<file path="src/rtl/cv32e40x_wb_stage.sv">
// Writeback stage: single-entry holding slot for an EX instruction, load response
// buffering under halt, and kill/drain handling. Optional macro CV32E40X_WB_LOAD_EXTEND_EN.
module cv32e40x_wb_stage #(
  parameter int RF_ADDR_WIDTH = 5
) (
  input  logic                     clk,
  input  logic                     rst,
  input  logic                     ex_valid_i,
  input  logic                     ex_rf_we_i,
  input  logic [RF_ADDR_WIDTH-1:0] ex_rf_waddr_i,
  input  logic [31:0]              ex_rf_wdata_i,
  input  logic                     ex_load_i,
  input  logic [1:0]               ex_load_size_i,
  input  logic                     ex_load_signed_i,
  input  logic [1:0]               ex_addr_lsb_i,
  output logic                     wb_ready_o,
  input  logic                     lsu_rvalid_i,
  input  logic [31:0]              lsu_rdata_i,
  input  logic                     lsu_err_i,
  input  logic                     halt_wb_i,
  input  logic                     kill_wb_i,
  output logic                     rf_we_o,
  output logic [RF_ADDR_WIDTH-1:0] rf_waddr_o,
  output logic [31:0]              rf_wdata_o,
  output logic                     wb_valid_o,
  output logic                     wb_err_o
);

  typedef enum logic [2:0] {EMPTY, BUSY, LOAD_WAIT, LOAD_HELD, DRAIN} state_e;

  state_e                   state_q, state_d;
  logic                     rf_we_q, rf_we_d;
  logic [RF_ADDR_WIDTH-1:0] rf_waddr_q, rf_waddr_d;
  logic [31:0]              rf_wdata_q, rf_wdata_d;
  logic                     load_q, load_d;
  logic [1:0]               load_size_q, load_size_d;
  logic                     load_signed_q, load_signed_d;
  logic [1:0]               addr_lsb_q, addr_lsb_d;
  logic [31:0]              buf_rdata_q, buf_rdata_d;
  logic                     buf_err_q, buf_err_d;

  logic        done, retire, accept;
  logic [31:0] ld_raw, ld_data;
  logic        ld_err;

  // A buffered response (LOAD_HELD) takes the place of the live LSU response.
  assign ld_raw = (state_q == LOAD_HELD) ? buf_rdata_q : lsu_rdata_i;
  assign ld_err = (state_q == LOAD_HELD) ? buf_err_q   : lsu_err_i;

`ifdef CV32E40X_WB_LOAD_EXTEND_EN
  logic [31:0] ld_shift;
  always_comb begin
    ld_shift = ld_raw >> {addr_lsb_q, 3'b000};
    case (load_size_q)
      2'b00:   ld_data = {{24{load_signed_q & ld_shift[7]}},  ld_shift[7:0]};
      2'b01:   ld_data = {{16{load_signed_q & ld_shift[15]}}, ld_shift[15:0]};
      default: ld_data = ld_shift;
    endcase
  end
`else
  // Alignment is done in the LSU; the size/sign/lsb fields are not needed here.
  logic unused_ext;
  assign unused_ext = ^{load_size_q, load_signed_q, addr_lsb_q};
  assign ld_data    = ld_raw;
`endif

  always_comb begin
    done   = (state_q == BUSY) || (state_q == LOAD_HELD) ||
             ((state_q == LOAD_WAIT) && lsu_rvalid_i);
    retire = done && !halt_wb_i && !kill_wb_i;
    wb_ready_o = (state_q == EMPTY) || retire;
    accept     = ex_valid_i && wb_ready_o;
    wb_valid_o = retire;
    wb_err_o   = retire && load_q && ld_err;
    rf_we_o    = retire && rf_we_q && !(load_q && ld_err);
    rf_waddr_o = rf_waddr_q;
    rf_wdata_o = load_q ? ld_data : rf_wdata_q;
  end

  always_comb begin
    state_d = state_q;
    case (state_q)
      BUSY, LOAD_HELD: begin
        if (kill_wb_i || retire) state_d = EMPTY;
      end
      LOAD_WAIT: begin
        if (kill_wb_i)         state_d = lsu_rvalid_i ? EMPTY : DRAIN;
        else if (retire)       state_d = EMPTY;
        else if (lsu_rvalid_i) state_d = LOAD_HELD;
      end
      DRAIN: begin
        if (lsu_rvalid_i) state_d = EMPTY;
      end
      default: state_d = EMPTY;
    endcase
    if (accept) state_d = ex_load_i ? LOAD_WAIT : BUSY;
  end

  always_comb begin
    rf_we_d       = rf_we_q;
    rf_waddr_d    = rf_waddr_q;
    rf_wdata_d    = rf_wdata_q;
    load_d        = load_q;
    load_size_d   = load_size_q;
    load_signed_d = load_signed_q;
    addr_lsb_d    = addr_lsb_q;
    buf_rdata_d   = buf_rdata_q;
    buf_err_d     = buf_err_q;
    if (accept) begin
      rf_we_d       = ex_rf_we_i;
      rf_waddr_d    = ex_rf_waddr_i;
      rf_wdata_d    = ex_rf_wdata_i;
      load_d        = ex_load_i;
      load_size_d   = ex_load_size_i;
      load_signed_d = ex_load_signed_i;
      addr_lsb_d    = ex_addr_lsb_i;
    end
    if ((state_q == LOAD_WAIT) && lsu_rvalid_i && halt_wb_i && !kill_wb_i) begin
      buf_rdata_d = lsu_rdata_i;
      buf_err_d   = lsu_err_i;
    end
  end

  always_ff @(posedge clk or posedge rst) begin
    if (rst) begin
      state_q       <= EMPTY;
      rf_we_q       <= 1'b0;
      rf_waddr_q    <= '0;
      rf_wdata_q    <= '0;
      load_q        <= 1'b0;
      load_size_q   <= '0;
      load_signed_q <= 1'b0;
      addr_lsb_q    <= '0;
      buf_rdata_q   <= '0;
      buf_err_q     <= 1'b0;
    end else begin
      state_q       <= state_d;
      rf_we_q       <= rf_we_d;
      rf_waddr_q    <= rf_waddr_d;
      rf_wdata_q    <= rf_wdata_d;
      load_q        <= load_d;
      load_size_q   <= load_size_d;
      load_signed_q <= load_signed_d;
      addr_lsb_q    <= addr_lsb_d;
      buf_rdata_q   <= buf_rdata_d;
      buf_err_q     <= buf_err_d;
    end
  end

  // A response in BUSY is a protocol error. EMPTY is tolerated: a reset can
  // orphan an outstanding load whose response still arrives afterwards.
  a_no_rvalid_busy: assert property (@(posedge clk) disable iff (rst)
    !(lsu_rvalid_i && (state_q == BUSY)));

endmodule

</file>
<file path="config.mk">
export PLATFORM = sky130hd
export DESIGN_NAME = cv32e40x_wb_stage
export DESIGN_NICKNAME = d
export VERILOG_FILES = /design/src/rtl/cv32e40x_wb_stage.sv
export SDC_FILE = /design/constraint.sdc
export NUM_CORES = 1
export LEC_CHECK = 0
export CORE_ASPECT_RATIO = 0.5
export CORE_MARGIN = 2
export CORE_UTILIZATION = 50
export CTS_CLUSTER_DIAMETER = 100
export DETAILED_ROUTE_END_ITERATION = 12
export PLACE_DENSITY = 0.86
export SKIP_CTS_REPAIR_TIMING = 1
export SYNTH_ARGS = -nofsm -noshare
export SYNTH_HDL_FRONTEND = slang
export SYNTH_SLANG_ARGS = --single-unit
export TNS_END_PERCENT = 5
</file>
<file path="constraint.sdc">
create_clock -name clk -period 5.8 [get_ports clk]
set_clock_uncertainty 0.15 [all_clocks]
set_input_delay 0.58 -clock clk [delete_from_list [all_inputs] [get_ports clk]]
set_output_delay 0.58 -clock clk [all_outputs]
set_load 0.02 [all_outputs]
</file>
Yosys cells after proc, flatten, opt, wreduce, memory -nomap -nowiden
Cells that the tools add are included.
{"block": "word_totals", "mem_bits_ro": 0, "register_bits": 75, "ramBits": 0, "in_bits": 83, "mem_count": 0, "output_inout_bits": 41, "elab_cells": 47, "latch_bits": 0}
{"block": "classes", "n_lt_le_gt_ge": 0, "multipliers": 0, "shift": 0, "addsub": 0, "eq_ne": 7, "n_div": 0, "n_reduce_logical": 21, "mux": 12, "n_bitwise": 0}
{"cell": "$mux W32", "n": 2}
{"cell": "$mux W3", "n": 7}
{"cell": "$logic_and A1 B1 Y1", "n": 11}
{"cell": "$pmux W3 S3", "n": 1}
{"cell": "$eq A3 B2 Y1 const B", "n": 2}
{"cell": "$ne A3 B3 Y1 const B", "n": 2}
{"cell": "$ne A5 B5 Y1 const B", "n": 1}
{"cell": "$logic_or A1 B1 Y1", "n": 4}
{"cell": "$eq A3 B1 Y1 const B", "n": 1}
{"cell": "$eq A3 B3 Y1 const B", "n": 1}
{"cell": "$logic_not A1 Y1", "n": 3}
{"cell": "$logic_not A3 Y1", "n": 1}
{"cell": "$reduce_and A3 Y1", "n": 1}
{"cell": "$mux W2", "n": 1}
{"cell": "$reduce_or A2 Y1", "n": 1}
{"cell": "$mux W1", "n": 1}

Depth between registers and ports, before layout
{"block": "depth", "depth_word": 9, "mapped_depth": 6, "depth_no_buf": 3}

Worst setup path after synthesis
OpenSTA, ideal clock, no wires.
{"block": "synth_path", "kind": "flip-flop to output port", "start": "register state_q[0]", "end": "output rf_we_o", "required_time_ns": 5.070, "path_stages_with_launch": 6, "arrival_ns": 2.184, "n_path_buf": 2, "slack_ns": 2.886, "path_cell_list": "dfrtp_1 > buf_6 > nand3b_1 > buf_2 > mux2_2 > a2111oi_0"}
{"block": "synth_between", "elab_chain_len": 7, "elab_cells_between_ends": 13, "cone_classes": "eq/ne: 3; mux: 1; reduce/logical: 9"}
{"element": "start: declaration", "line_no": "31", "source": "state_e state_q, state_d;"}
{"element": "start signal: assignment", "line_no": "137", "source": "state_q <= state_d;"}
{"element": "$eq A3 B1 Y1, or another cell as far along", "line_no": "68", "source": "done = (state_q == BUSY) || (state_q == LOAD_HELD) ||"}
{"element": "$logic_or A1 B1 Y1 or $logic_and A1 B1 Y1 (tied branches)", "line_no": "68, 69"}
{"element": "$logic_or A1 B1 Y1", "line_no": "68"}
{"element": "$logic_and A1 B1 Y1 (2 in a row)", "line_no": "70", "source": "retire = done && !halt_wb_i && !kill_wb_i;"}
{"element": "$logic_and A1 B1 Y1", "line_no": "75", "source": "rf_we_o = retire && rf_we_q && !(load_q && ld_err);"}
{"element": "$logic_and A1 B1 Y1 *", "line_no": "75"}
{"element": "end: declaration", "line_no": "22", "source": "output logic rf_we_o,"}
Every way passes the cells marked *; elsewhere a longest branch is shown, timed or not.

Worst setup path in the final report
{"block": "layout_path", "start": "input kill_wb_i", "end": "output rf_we_o"}
{"block": "layout_between", "elab_chain_len": 4}
{"element": "start: declaration", "line_no": "21", "source": "input logic kill_wb_i,"}
{"element": "$logic_not A1 Y1", "line_no": "70"}
{"element": "$logic_and A1 B1 Y1", "line_no": "70"}
{"element": "$logic_and A1 B1 Y1 (2 in a row)", "line_no": "75"}
Every way passes these cells.

==> impl_metrics.xml <==
<?xml version="1.0" encoding="UTF-8"?>
<metrics>
  <group name="grt">
    <metric name="globalRoute.totalOverflow" unit="">0</metric>
    <metric name="global_route_wire_length_before_repair" unit="um">14000</metric>
    <metric name="grt_usage" unit="%">21.6</metric>
    <metric name="maximum_number_of_pins_on_one_net_before_global_route_repair" unit="">76</metric>
    <metric name="grt_pass1_vias" unit="">2861</metric>
    <metric name="number_of_antenna_violations_at_the_first_check_in_global_routing" unit="">0</metric>
  </group>
  <group name="synthesis">
    <metric name="synthesis.area_per_instance" unit="sq um">13.0</metric>
    <metric name="synth_seq_area_share" unit="%">50.1</metric>
    <metric name="synth.largest_area_cell" unit="">sky130_fd_sc_hd__dfrtp_1</metric>
    <metric name="yosys_warnings" unit="">0</metric>
    <metric name="mappedNetlistNets" unit="">371</metric>
    <metric name="synthFlopType" unit="">sky130_fd_sc_hd__dfrtp_1</metric>
    <metric name="netlist_area" unit="sq mm">0.00374</metric>
    <metric name="synth_edf_count" unit="">0</metric>
    <metric name="synth.cells.most_frequent" unit="">sky130_fd_sc_hd__dfrtp_1, sky130_fd_sc_hd__mux2_4, sky130_fd_sc_hd__nor2_1</metric>
    <metric name="netlist_instances" unit="">288</metric>
    <metric name="synthMostInstantiatedCell" unit="">sky130_fd_sc_hd__dfrtp_1</metric>
    <metric name="post_synth_main_area_contributors" unit="">sky130_fd_sc_hd__dfrtp_1, sky130_fd_sc_hd__mux2_4, sky130_fd_sc_hd__mux2_2, sky130_fd_sc_hd__mux2i_1, sky130_fd_sc_hd__a21oi_1</metric>
    <metric name="synth_seq_cells" unit="">75</metric>
    <metric name="ys_async_sr_fraction" unit="%">100</metric>
    <metric name="synth_cell_type_count" unit="">27</metric>
    <metric name="synth_top_area_share" unit="%">50.1</metric>
  </group>
  <group name="sta">
    <metric name="setup_total_negative_slack" unit="ps">0</metric>
    <metric name="worst_slew_margin_rel" unit="%">26.7</metric>
    <metric name="setup_violations" unit="">0</metric>
    <metric name="grt_setup_unrepaired" unit="">false</metric>
    <metric name="finalMaxSlewViolations" unit="">0</metric>
    <metric name="timing_worst_slew_pin_value" unit="ps">1100</metric>
    <metric name="fin_crit" unit="ps">3450</metric>
    <metric name="max_clk_rate" unit="MHz">290</metric>
    <metric name="finalHoldViolations" unit="">0</metric>
    <metric name="final_min_period_over_clock_period" unit="%">59.5</metric>
  </group>
  <group name="layout">
    <metric name="layout.filler_cells" unit="">493</metric>
    <metric name="flow.area_growth_from_synthesis" unit="%">39.4</metric>
    <metric name="nets" unit="">484</metric>
    <metric name="final_layout_size_suffix_gt1_share" unit="%">22.9</metric>
    <metric name="n_antenna_cell" unit="">0</metric>
    <metric name="post-route-util" unit="%">71.5</metric>
  </group>
  <group name="die">
    <metric name="floorplan.die_area" unit="sq mm">0.00824</metric>
    <metric name="chipHeight" unit="um">65.2</metric>
    <metric name="io-pin-count" unit="">124</metric>
    <metric name="initial_core_util" unit="%">51.3</metric>
    <metric name="rows" unit="">22</metric>
    <metric name="core" unit="sq mm">0.00729</metric>
    <metric name="floorplan.die.width" unit="um">126</metric>
  </group>
  <group name="setup_path">
    <metric name="worst-endpoint-arrival" unit="ps">2720</metric>
    <metric name="rr_startpoint" unit="">state_q[2]</metric>
    <metric name="critical_path_class" unit="">input pin to output port</metric>
    <metric name="cp_max_fo" unit="">6</metric>
    <metric name="critical_path_required" unit="ps">5070</metric>
    <metric name="crit-reg2reg-capture" unit="">buf_rdata_q[5]</metric>
    <metric name="reg2reg_depth" unit="">4</metric>
    <metric name="critPathLaunchType" unit="">input pin</metric>
    <metric name="setup.reg_to_reg.worst_slack" unit="ps">3480</metric>
    <metric name="end_kind" unit="">output port</metric>
  </group>
  <group name="status">
    <metric name="status" unit="">complete, no violations</metric>
  </group>
  <group name="clock_network">
    <metric name="max_buffers_root_to_sink" unit="">2</metric>
    <metric name="cts_buffers" unit="">9</metric>
    <metric name="cts-root-buf" unit="">sky130_fd_sc_hd__clkbuf_16</metric>
    <metric name="cts_tree" unit="">yes</metric>
    <metric name="cts_num_sinks" unit="">75</metric>
    <metric name="htree_num_levels" unit="">3</metric>
    <metric name="clkLatencyLatePin" unit="ps">330</metric>
    <metric name="worst_setup_hold_path_clk_slew" unit="ps">50</metric>
  </group>
  <group name="routing">
    <metric name="drt.antenna.violating_nets" unit="">0</metric>
    <metric name="drt_iter0_markers" unit="">106</metric>
    <metric name="post_drt_wl_per_cell" unit="um">16.9</metric>
    <metric name="first_pass_iters" unit="">4</metric>
    <metric name="wirelength" unit="um">8460</metric>
    <metric name="post-route-drc-count" unit="">0</metric>
    <metric name="num_vias" unit="">2655</metric>
    <metric name="routed_via_density" unit="">5.29</metric>
  </group>
  <group name="min_path">
    <metric name="worst_hold_class" unit="">flop to flop</metric>
    <metric name="hold-path-cell-count" unit="">1</metric>
    <metric name="timing.hold.worst_endpoint" unit="">buf_rdata_q[25]</metric>
    <metric name="min-delay-start" unit="">buf_rdata_q[25]</metric>
  </group>
  <group name="pwr">
    <metric name="irDropWorstVdd" unit="V">0.000241</metric>
    <metric name="power_per_cell_area" unit="mW/mm^2">426</metric>
    <metric name="p_total" unit="W">0.00222</metric>
    <metric name="total_leakage_power" unit="nW">2.49</metric>
  </group>
  <group name="placed_design">
    <metric name="buffer_ports.inserted" unit="">118</metric>
    <metric name="place.gp.congestion" unit="">0.818</metric>
    <metric name="dp_hpwl" unit="um">5780</metric>
  </group>
  <group name="flow_run">
    <metric name="maxCapViolations" unit="">0</metric>
  </group>
</metrics>
## how the worst max path moves through the flow
| stage | startpoint | end | slack, ps | cells after the start |
|---|---|---|---|---|
| 5_1_grt | kill_wb_i | rf_we_o | 2300 | 4 |
| 6_report | kill_wb_i | rf_we_o | 2350 | 4 |
| 3_5_place_dp | kill_wb_i | rf_we_o | 2400 | 4 |
| 3_3_place_gp | kill_wb_i | rf_we_o | 2510 | 4 |
| 4_1_cts | kill_wb_i | rf_we_o | 2370 | 4 |
| 2_1_floorplan | state_q[0] | rf_we_o | 2890 | 5 |
## power breakdown
| group | switching (W) | internal, W |
|---|---|---|
| sequential | 0.000152 | 0.000717 |
| clock | 0.000197 | 0.000312 |
| combinational | 0.000350 | 0.000492 |
| total | 0.000699 | 0.00152 |
## critical path, cell delays in order
cell                              delay, ps
sky130_fd_sc_hd__clkdlybuf4s50_1        510
sky130_fd_sc_hd__or3_1                  430
sky130_fd_sc_hd__a2111oi_0              490
sky130_fd_sc_hd__clkdlybuf4s50_1        710
## per-stage QoR
step / worst slack [ps] / hold slack (ps) / cell area [sq um] / instances
CTS: 2370 / 355 / 5220 / 502
detailed placement: 2400 / 336 / 4940 / 486
finish: 2350 / 352 / 5220 / 502
global route: 2300 / 370 / 5220 / 502
floorplan: 2890 / 307 / 3740 / 288
global placement: 2510 / 319 / 4940 / 486
## registers in the layout, summed over array words and instances (netlist names)
signal and flops:
buf_err_q 1, rf_wdata_q 32, state_q 3, load_q 1, rf_we_q 1, buf_rdata_q 32, rf_waddr_o 5
## per-layer routing
layer	routed length, um	global-route usage [%]	up-vias
met2	4390	38.0	57
met5	0	0	-
met3	339	5.78	20
met1	3570	25.7	1324
met4	155	8.24	0
li1	-	-	1254
## cells by family (layout without fill, tap and decap cells)
kind of cell | count (synthesis) | in the layout | share of synthesized area (%)
AO/OA/AOI/OAI | 39 | 39 | 5.95
buffers and inverters | 23 | 141 | 3.74
flip-flops | 75 | 75 | 50.1
multiplexers | 106 | 106 | 34.6
AND/OR/NAND/NOR | 45 | 45 | 5.55
## cells in the final DEF, fill, tap and decap left out, types with 2 or more instances in the layout
| cell | n |
|---|---|
| sky130_fd_sc_hd__nand2_1 | 2 |
| sky130_fd_sc_hd__mux2i_1 | 32 |
| sky130_fd_sc_hd__buf_4 | 3 |
| sky130_fd_sc_hd__clkbuf_1 | 3 |
| sky130_fd_sc_hd__clkinv_2 | 2 |
| sky130_fd_sc_hd__clkbuf_16 | 9 |
| sky130_fd_sc_hd__mux2_2 | 34 |
| sky130_fd_sc_hd__mux2_4 | 38 |
| sky130_fd_sc_hd__dfrtp_1 | 74 |
| sky130_fd_sc_hd__clkdlybuf4s50_1 | 118 |
| sky130_fd_sc_hd__inv_1 | 3 |
| sky130_fd_sc_hd__mux2_1 | 2 |
| sky130_fd_sc_hd__a21oi_1 | 33 |
| sky130_fd_sc_hd__nor2_1 | 35 |
| sky130_fd_sc_hd__clkbuf_8 | 2 |
## area by class of cell
type	instances	area (sq um)	share of cell area (%)
tap	96	120	2.30
sequential	75	1880	36.0
clock inverter	2	10.0	0.192
inverter	4	15.0	0.288
multi-input combinational	190	1730	33.1
clock buffer	14	264	5.06
timing repair buffer	121	1200	23.1
Power figures use the tool's default switching activity.
